## src/rtl/mux_f_tree_cfg_if.sv

```systemverilog
// Bus bundle for the wide-function mux tree: serial configuration chain,
// LUT data and select inputs, output-register enable and slice outputs.
// The master side drives the block; the slave side is the block itself.
interface mux_f_tree_cfg_if #(
   parameter int NUM_LUTS  = 8,
   parameter int MUX_LEVEL = 3
);
   logic                 cen;
   logic                 config_in;
   logic                 config_out;
   logic                 cfg_valid;
   logic [NUM_LUTS-1:0]  luts_out;
   logic [MUX_LEVEL-1:0] addr;
   logic                 ce;
   logic [NUM_LUTS-1:0]  out;

   modport master (
      output cen, config_in, luts_out, addr, ce,
      input  config_out, cfg_valid, out
   );

   modport slave (
      input  cen, config_in, luts_out, addr, ce,
      output config_out, cfg_valid, out
   );
endinterface

```

## src/rtl/mux_f_tree_cfg.sv

```systemverilog
// Wide-function mux tree (F7/F8/F9-style) for the CLB slice.
// A binary tree of 2:1 muxes merges NUM_LUTS LUT outputs into wider
// functions. Each mux has its own enable bit and each output a
// register-select bit. Configuration shifts in serially through a shadow
// chain and is copied into the active register only once a full frame has
// arrived, so a partial load never disturbs the running function.
// Active frame layout: bits [NUM_LUTS-2:0] are mux enables (level 1 nodes
// first, then level 2, up to the root), bits above are reg_sel[0..N-1].
module mux_f_tree_cfg #(
   parameter int NUM_LUTS  = 8,
   parameter int MUX_LEVEL = 3
) (
   input  logic cclk,
   input  logic rst,
   mux_f_tree_cfg_if.slave bus
);

   localparam int CFG_BITS = 2*NUM_LUTS-1;
   localparam int CNT_W    = $clog2(CFG_BITS);
   localparam logic [CNT_W-1:0] LAST_CNT = CNT_W'(CFG_BITS-1);

   logic [CFG_BITS-1:0] shadow;
   logic [CFG_BITS-1:0] active;
   logic [CFG_BITS-1:0] shift_next;
   logic [CNT_W-1:0]    cnt;
   logic                cfg_valid_r;
   logic [NUM_LUTS-2:0] en;
   logic [NUM_LUTS-1:0] reg_sel;
   logic [NUM_LUTS-1:0] comb;
   logic [NUM_LUTS-1:0] q;
   logic [NUM_LUTS-1:0] cur;
   logic [NUM_LUTS-1:0] nxt;

   // The first bit shifted ends up in the MSB, so the last bit of a frame
   // lands in active[0].
   assign shift_next = {shadow[CFG_BITS-2:0], bus.config_in};
   assign en         = active[NUM_LUTS-2:0];
   assign reg_sel    = active[CFG_BITS-1:NUM_LUTS-1];

   // Shadow shift chain and frame counter; the full frame (including the
   // bit arriving on the last edge) commits to active on the final shift.
   always_ff @(posedge cclk or posedge rst) begin
      if (rst) begin
         shadow      <= '0;
         active      <= '0;
         cnt         <= '0;
         cfg_valid_r <= 1'b0;
      end else if (bus.cen) begin
         shadow <= shift_next;
         if (cnt == LAST_CNT) begin
            active      <= shift_next;
            cnt         <= '0;
            cfg_valid_r <= 1'b1;
         end else begin
            cnt <= cnt + 1'b1;
         end
      end
   end

   // Mux tree evaluated level by level; at level k only nodes at multiples
   // of 2^k can swap in their upper neighbour, everything else passes down.
   // Enables for level k start at NUM_LUTS - (NUM_LUTS >> (k-1)).
   always_comb begin
      cur = bus.luts_out;
      nxt = '0;
      for (int k = 1; k <= MUX_LEVEL; k++) begin
         nxt = cur;
         for (int i = 0; i < NUM_LUTS; i += (1 << k)) begin
            if (en[NUM_LUTS - (NUM_LUTS >> (k-1)) + (i >> k)] && bus.addr[k-1]) begin
               nxt[i] = cur[i + (1 << (k-1))];
            end
         end
         cur = nxt;
      end
      comb = cur;
   end

   // Output registers only capture while the block is configured and not
   // being reconfigured, so a config shift always freezes them.
   always_ff @(posedge cclk or posedge rst) begin
      if (rst) begin
         q <= '0;
      end else if (bus.ce && !bus.cen && cfg_valid_r) begin
         q <= comb;
      end
   end

   assign bus.out        = (reg_sel & q) | (~reg_sel & comb);
   assign bus.config_out = shadow[CFG_BITS-1];
   assign bus.cfg_valid  = cfg_valid_r;

endmodule

```

## src/flat_wrapper.sv

```systemverilog
// flat-port wrapper written by rule: the top's interface ports become plain ports
module mux_f_tree_cfg_flat 
#(
   parameter int NUM_LUTS  = 8,
   parameter int MUX_LEVEL = 3
)
  (cclk, rst, bus_cen, bus_config_in, bus_luts_out, bus_addr, bus_ce, bus_config_out, bus_cfg_valid, bus_out);
  mux_f_tree_cfg_if #(.NUM_LUTS(NUM_LUTS), .MUX_LEVEL(MUX_LEVEL)) bus_i ();
  input  logic cclk;
  input  logic rst;
  input wire logic [$bits(bus_i.cen)-1:0] bus_cen;
  input wire logic [$bits(bus_i.config_in)-1:0] bus_config_in;
  input wire logic [$bits(bus_i.luts_out)-1:0] bus_luts_out;
  input wire logic [$bits(bus_i.addr)-1:0] bus_addr;
  input wire logic [$bits(bus_i.ce)-1:0] bus_ce;
  output wire logic [$bits(bus_i.config_out)-1:0] bus_config_out;
  output wire logic [$bits(bus_i.cfg_valid)-1:0] bus_cfg_valid;
  output wire logic [$bits(bus_i.out)-1:0] bus_out;
  assign bus_i.cen = bus_cen;
  assign bus_i.config_in = bus_config_in;
  assign bus_i.luts_out = bus_luts_out;
  assign bus_i.addr = bus_addr;
  assign bus_i.ce = bus_ce;
  assign bus_config_out = bus_i.config_out;
  assign bus_cfg_valid = bus_i.cfg_valid;
  assign bus_out = bus_i.out;
  mux_f_tree_cfg #(.NUM_LUTS(NUM_LUTS), .MUX_LEVEL(MUX_LEVEL)) u_core (.cclk(cclk), .rst(rst), .bus(bus_i));
endmodule
```

## config.mk

```make
export PLATFORM = sky130hd
export DESIGN_NAME = mux_f_tree_cfg_flat
export DESIGN_NICKNAME = d
export VERILOG_FILES = /design/src/rtl/mux_f_tree_cfg_if.sv /design/src/rtl/mux_f_tree_cfg.sv /design/src/flat_wrapper.sv
export SDC_FILE = /design/constraint.sdc
export NUM_CORES = 1
export LEC_CHECK = 0
export ABC_AREA = 1
export CAP_MARGIN = 0
export CORE_ASPECT_RATIO = 0.6
export CORE_MARGIN = 2
export CORE_UTILIZATION = 35
export DETAILED_ROUTE_END_ITERATION = 10
export REMOVE_ABC_BUFFERS = 1
export SYNTH_ARGS = -nofsm -noshare
export SYNTH_HDL_FRONTEND = slang
export SYNTH_SLANG_ARGS = --single-unit
```

## constraint.sdc

```tcl
create_clock -name cclk -period 1.41 [get_ports cclk]
set_input_delay 0.141 -clock cclk [delete_from_list [all_inputs] [get_ports cclk]]
set_output_delay 0.141 -clock cclk [all_outputs]
set_load 0.02 [all_outputs]
```

Word level (Yosys, flattened, before mapping)
Index checks and enable logic that the tools add are counted.

storage, ports and cells
  bits in registers = 43
  bits of input ports = 16
  output and inout bits = 10

cells by class
  bitwise logic cells = 4
  reduce and logical (&&, ||, !) cells = 11
  add/sub/neg operators = 1
  mux-type cells = 8
  equal/unequal tests = 1

operators by type and width
  cell                                         number
  bitwise AND 8 bit                            2
  logical AND 1 bit                            9
  NOT 8 bit                                    1
  bitwise OR 8 bit                             1
  2-to-1 mux 1 bit                             7
  adder 4 x 1 -> 4 bit, second input constant  1
  equality test 4 bit, second input constant   1
  2-to-1 mux 4 bit                             1
  AND reduction 2 bit                          1
  zero test 1 bit                              1

Logic depth before layout (Yosys ltp)
Gate-level depths: netlist of run 1.

  depth after elaboration = 6
  gate-level depth with buffers = 7

Worst setup path before layout of run 1
No wires, ideal clock.

  path kind = register to output
  start = register u_core.active[3]
  end = output port bus_out[4]
  path slack = 0.109 ns
  stages on the path, launching flop included = 5
  data required time = 1.269 ns
  data arrival time = 1.160 ns
  cells stage by stage = dfrtp_1 -> nand3_1 -> nand3b_1 -> and2_1 -> o21ai_0

between the ends
  longest elaborated chain between the ends = 5

ends and longest elaborated chain
  what                           RTL line              source
  start: declaration             mux_f_tree_cfg.sv:23  logic [CFG_BITS-1:0] active;
  start signal: assignment       mux_f_tree_cfg.sv:51  active <= shift_next;
  logical AND 1 bit              mux_f_tree_cfg.sv:69  if (en[NUM_LUTS - (NUM_LUTS >> (k-1)) + (i >> k)] && bus.addr[k-1]) begin
  2-to-1 mux 1 bit (2 in a row)  mux_f_tree_cfg.sv:69
  bitwise AND 8 bit              mux_f_tree_cfg.sv:88  assign bus.out = (reg_sel & q) | (~reg_sel & comb);
  bitwise OR 8 bit               mux_f_tree_cfg.sv:88
  end: declaration               flat_wrapper.sv:18    output wire logic [$bits(bus_i.out)-1:0] bus_out;

Every way passes these cells.

Worst setup path in the final report of run 1
  start = register u_core.active[3]
  end = output port bus_out[6]

between the ends
  longest elaborated chain between the ends = 4

ends and longest elaborated chain
  what               RTL line
  logical AND 1 bit  mux_f_tree_cfg.sv:69
  2-to-1 mux 1 bit   mux_f_tree_cfg.sv:69
  bitwise AND 8 bit  mux_f_tree_cfg.sv:88
  bitwise OR 8 bit   mux_f_tree_cfg.sv:88

Every way passes these cells.

==> flow_summary_export.csv, run 1 <==
group,metric,value,unit
outcome,status,"finished, violations left",
outcome,failed_checks,"negative setup slack",
route,vias_per_cell,4.410,
route,dr.pass1.iters,4,
global_route,grt_pass1_wl,6085,um
route,drtIter0Drc,67,
final_layout,utilization,47.78,%
global_route,grt_pass1_vias,1305,
final_layout,area_growth,28.69,%
yosys,yosysTopAreaCellShare,55.95,%
timing,setup_viol,3,
global_route,antenna_found_initial,0,
cts,ctsLongestPathBuffers,2,
yosys,synthesis.area,0.001923,sq mm
timing,setup_slack,-106.1,ps
final_layout,stdcell_count,327,
worst_setup_path,cp_max_fo,3,
route,ant_nets,0,
cts,cts_buffers,5,
timing,worstMarginPinSlew,327.5,ps
final_layout,drive_above_1_share,22.22,%
route,wirelength,3819,um
cts,cts-root-buf,"clkbuf_8",
floorplanning,ios,26,
job,cap_viol_max_count,0,
worst_setup_path,rr_worst_depth,9,
timing,finalCritPeriodShare,107.5,%
pwr,powerDensity,1681,mW/mm^2
final_layout,nets,276,
floorplanning,initial_core_util,37.13,%
floorplanning,die_area,0.006123,sq mm
worst_setup_path,critPathLaunchType,"flip-flop",
global_route,grtUsageTotal,13.57,%
worst_setup_path,crit_top_cell,"nand2_2",
route,vias,1442,
route,drc,0,
timing,rsz0062_at_grt,"yes",
pwr,power_leakage,1.234,nW
timing,skew,7.333,ps
route,routedWlPerCell,11.68,um
placed_design,place_congestion,0.7128,
yosys,syn_area_per_cell,8.903,sq um
placed_design,place_hpwl,2746,um
placed_design,dpl.cell_count,313,
global_route,overflow,0,
floorplanning,die_w,99.70,um
cts,clock_latency,300,ps
yosys,yosysUniqueCellTypes,21,
floorplanning,fp.coreArea,0.005180,sq mm
floorplanning,die_y,61.42,um
worst_setup_path,end_kind,"primary output",
yosys,synth_top_area_cell,"dfrtp_1",
placed_design,numPortBuffers,25,
final_layout,antennaDiodeCount,0,
floorplanning,rows,20,
final_layout,nFillCells,525,
worst_setup_path,r2r-end,"u_core.q[0]$_DFFE_PP0P_",
worst_setup_path,r2r_slack,60,ps
timing,clock.fmax,659.6,MHz
cts,clk_pin_slew,80,ps
timing,layout_min_cycle_time,1516,ps
yosys,ys_seq_elements,43,
yosys,synth.area.top_cells,"dfrtp_1 56%, nand2_1 13%, o21ai_0 7.8%",
yosys,ys_seq_area_share,55.95,%
worst_setup_path,cp.required,1270,ps
yosys,netlist_instances,216,
timing,slew_violations,0,
cts,cts_tree,"yes",
cts,cts_max_level,2,
yosys,yosys_warnings,0,
timing,hold_viol,0,
cts,cts.sinks,43,
timing,slew_headroom,78.16,%
worst_setup_path,critPathSlowestCell,"dfrtp_1",
global_route,grt_max_degree,44,
worst_setup_path,arrival,1380,ps
timing,whs,191.4,ps
min_path,hold_path.class,"input port to async pin",
pwr,ir_worst_vdd,0.7252,mV
placed_design,pre_cts_ws,-675.5,ps
worst_setup_path,crit_chain,"nand2_1 -> nand2_2 -> buf_4 -> and2_4 -> nand2_2 -> o21ai_2 -> buf_6",
worst_setup_path,r2r_start,"u_core.active[3]$_DFFE_PP0P_",
pwr,p_total,4.159,mW
worst_setup_path,slowest_delay,420,ps
worst_setup_path,critical_path_class,"flip-flop to primary output",
## critical path: cells and delay by family (launching register included)
family / cells / cell delay (ps)
simple gates: 4 / 340
compound gates: 1 / 60
buf+inv: 2 / 260
flops: 1 / 420
## worst max-delay path by stage
stage	startpoint	end	cells past startpoint
after detailed placement	bus_addr[0]	bus_out[4]	7
after global placement	bus_addr[0]	bus_out[4]	7
final	u_core.active[3]$_DFFE_PP0P_	bus_out[6]	7
after global routing	u_core.active[3]$_DFFE_PP0P_	bus_out[0]	7
after floorplan	u_core.active[3]$_DFFE_PP0P_	bus_out[4]	4
after CTS	u_core.active[3]$_DFFE_PP0P_	bus_out[0]	7
## metal layers
| metal | global-route usage (%) | routed length (um) | vias to the layer above |
|---|---|---|---|
| met4 | 5.284 | 37 | 0 |
| li1 | - | - | 767 |
| met1 | 18.84 | 2079 | 650 |
| met2 | 20.37 | 1539 | 19 |
| met5 | 0 | 0 | - |
| met3 | 4.086 | 162 | 6 |
## flip-flops by register name, indices dropped and copies added (netlist names)
| register | count |
|---|---|
| u_core.active | 15 |
| u_core.shadow | 15 |
| u_core.q | 8 |
| u_core.cnt | 4 |
| u_core.bus.cfg_valid | 1 |
## cell usage in the layout, fill, tap and decap left out, types with 2 or more instances in the layout
cell / count
and2_4: 2
buf_4: 18
buf_6: 3
clkbuf_2: 2
clkbuf_8: 7
clkdlybuf4s50_1: 14
dfrtp_1: 43
dlygate4sd2_1: 3
inv_1: 29
nand2_1: 63
nand2_2: 2
nand3_1: 8
nand3_2: 3
nand3b_1: 2
nor2_1: 6
o21ai_0: 27
o21ai_1: 3
o21ai_2: 14
## per-stage QoR
step,instance area [sq um],setup TNS [ps]
6_report,2475,-300.0
5_1_grt,2475,-578.5
4_1_cts,2462,-251.0
3_5_place_dp,2315,-3475
3_3_place_gp,2315,-3334
2_1_floorplan,1872,0
## area by class of cell
cell class / instances / area, sq um / area share (%)
Tap cell: 66 / 82.58 / 3.337
Sequential cell: 43 / 1076 / 43.48
Clock buffer: 8 / 100.1 / 4.044
Inverter: 31 / 118.9 / 4.803
Timing Repair Buffer: 44 / 392.9 / 15.87
Multi-Input combinational cell: 135 / 704.4 / 28.46
## synthesized netlist by cell type, drive strengths merged
| cell type | instances |
|---|---|
| dfrtp | 43 |
| nand2 | 65 |
| nor3 | 1 |
| and2 | 2 |
| nand3b | 2 |
| or2 | 1 |
| nand4 | 1 |
| buf | 5 |
| inv | 31 |
| o21ai | 44 |
| clkbuf | 2 |
| nor2 | 7 |
| nand3 | 11 |
| a21oi | 1 |
## cells by family after synthesis
group	count (synthesis)	share of synthesized area (%)
simple gates	90	21.14
compound gates	45	14.05
flops	43	55.95
buf+inv	38	8.848
## report_power, final
group	total (mW)	internal [mW]	switching (mW)	leakage, nW
Sequential	1.91	1.63	0.279	0.547
Combinational	1.39	0.636	0.755	0.636
Clock	0.858	0.447	0.411	0.0515
## what timing repair did
item                                    CTS  global route
pin swaps                                 2             1
resized for setup                        40            10
endpoints found under the hold margin     0             0
hold buffers                              0             0
endpoints found under the setup margin    9             9
buffers inserted                          5             2
(Power assumes the default switching activity.)
==> run 2, diff against run 1 <==
--- a/config.mk
+++ b/config.mk
@@ -10,8 +10,10 @@
 export CORE_ASPECT_RATIO = 0.6
 export CORE_MARGIN = 2
 export CORE_UTILIZATION = 35
+export CTS_CLUSTER_SIZE = 12
 export DETAILED_ROUTE_END_ITERATION = 10
 export REMOVE_ABC_BUFFERS = 1
+export SLEW_MARGIN = 15
 export SYNTH_ARGS = -nofsm -noshare
 export SYNTH_HDL_FRONTEND = slang
 export SYNTH_SLANG_ARGS = --single-unit
==> results of run 2 <==
Same layout as run 1: the final DEF is identical, and so are final timing and power.
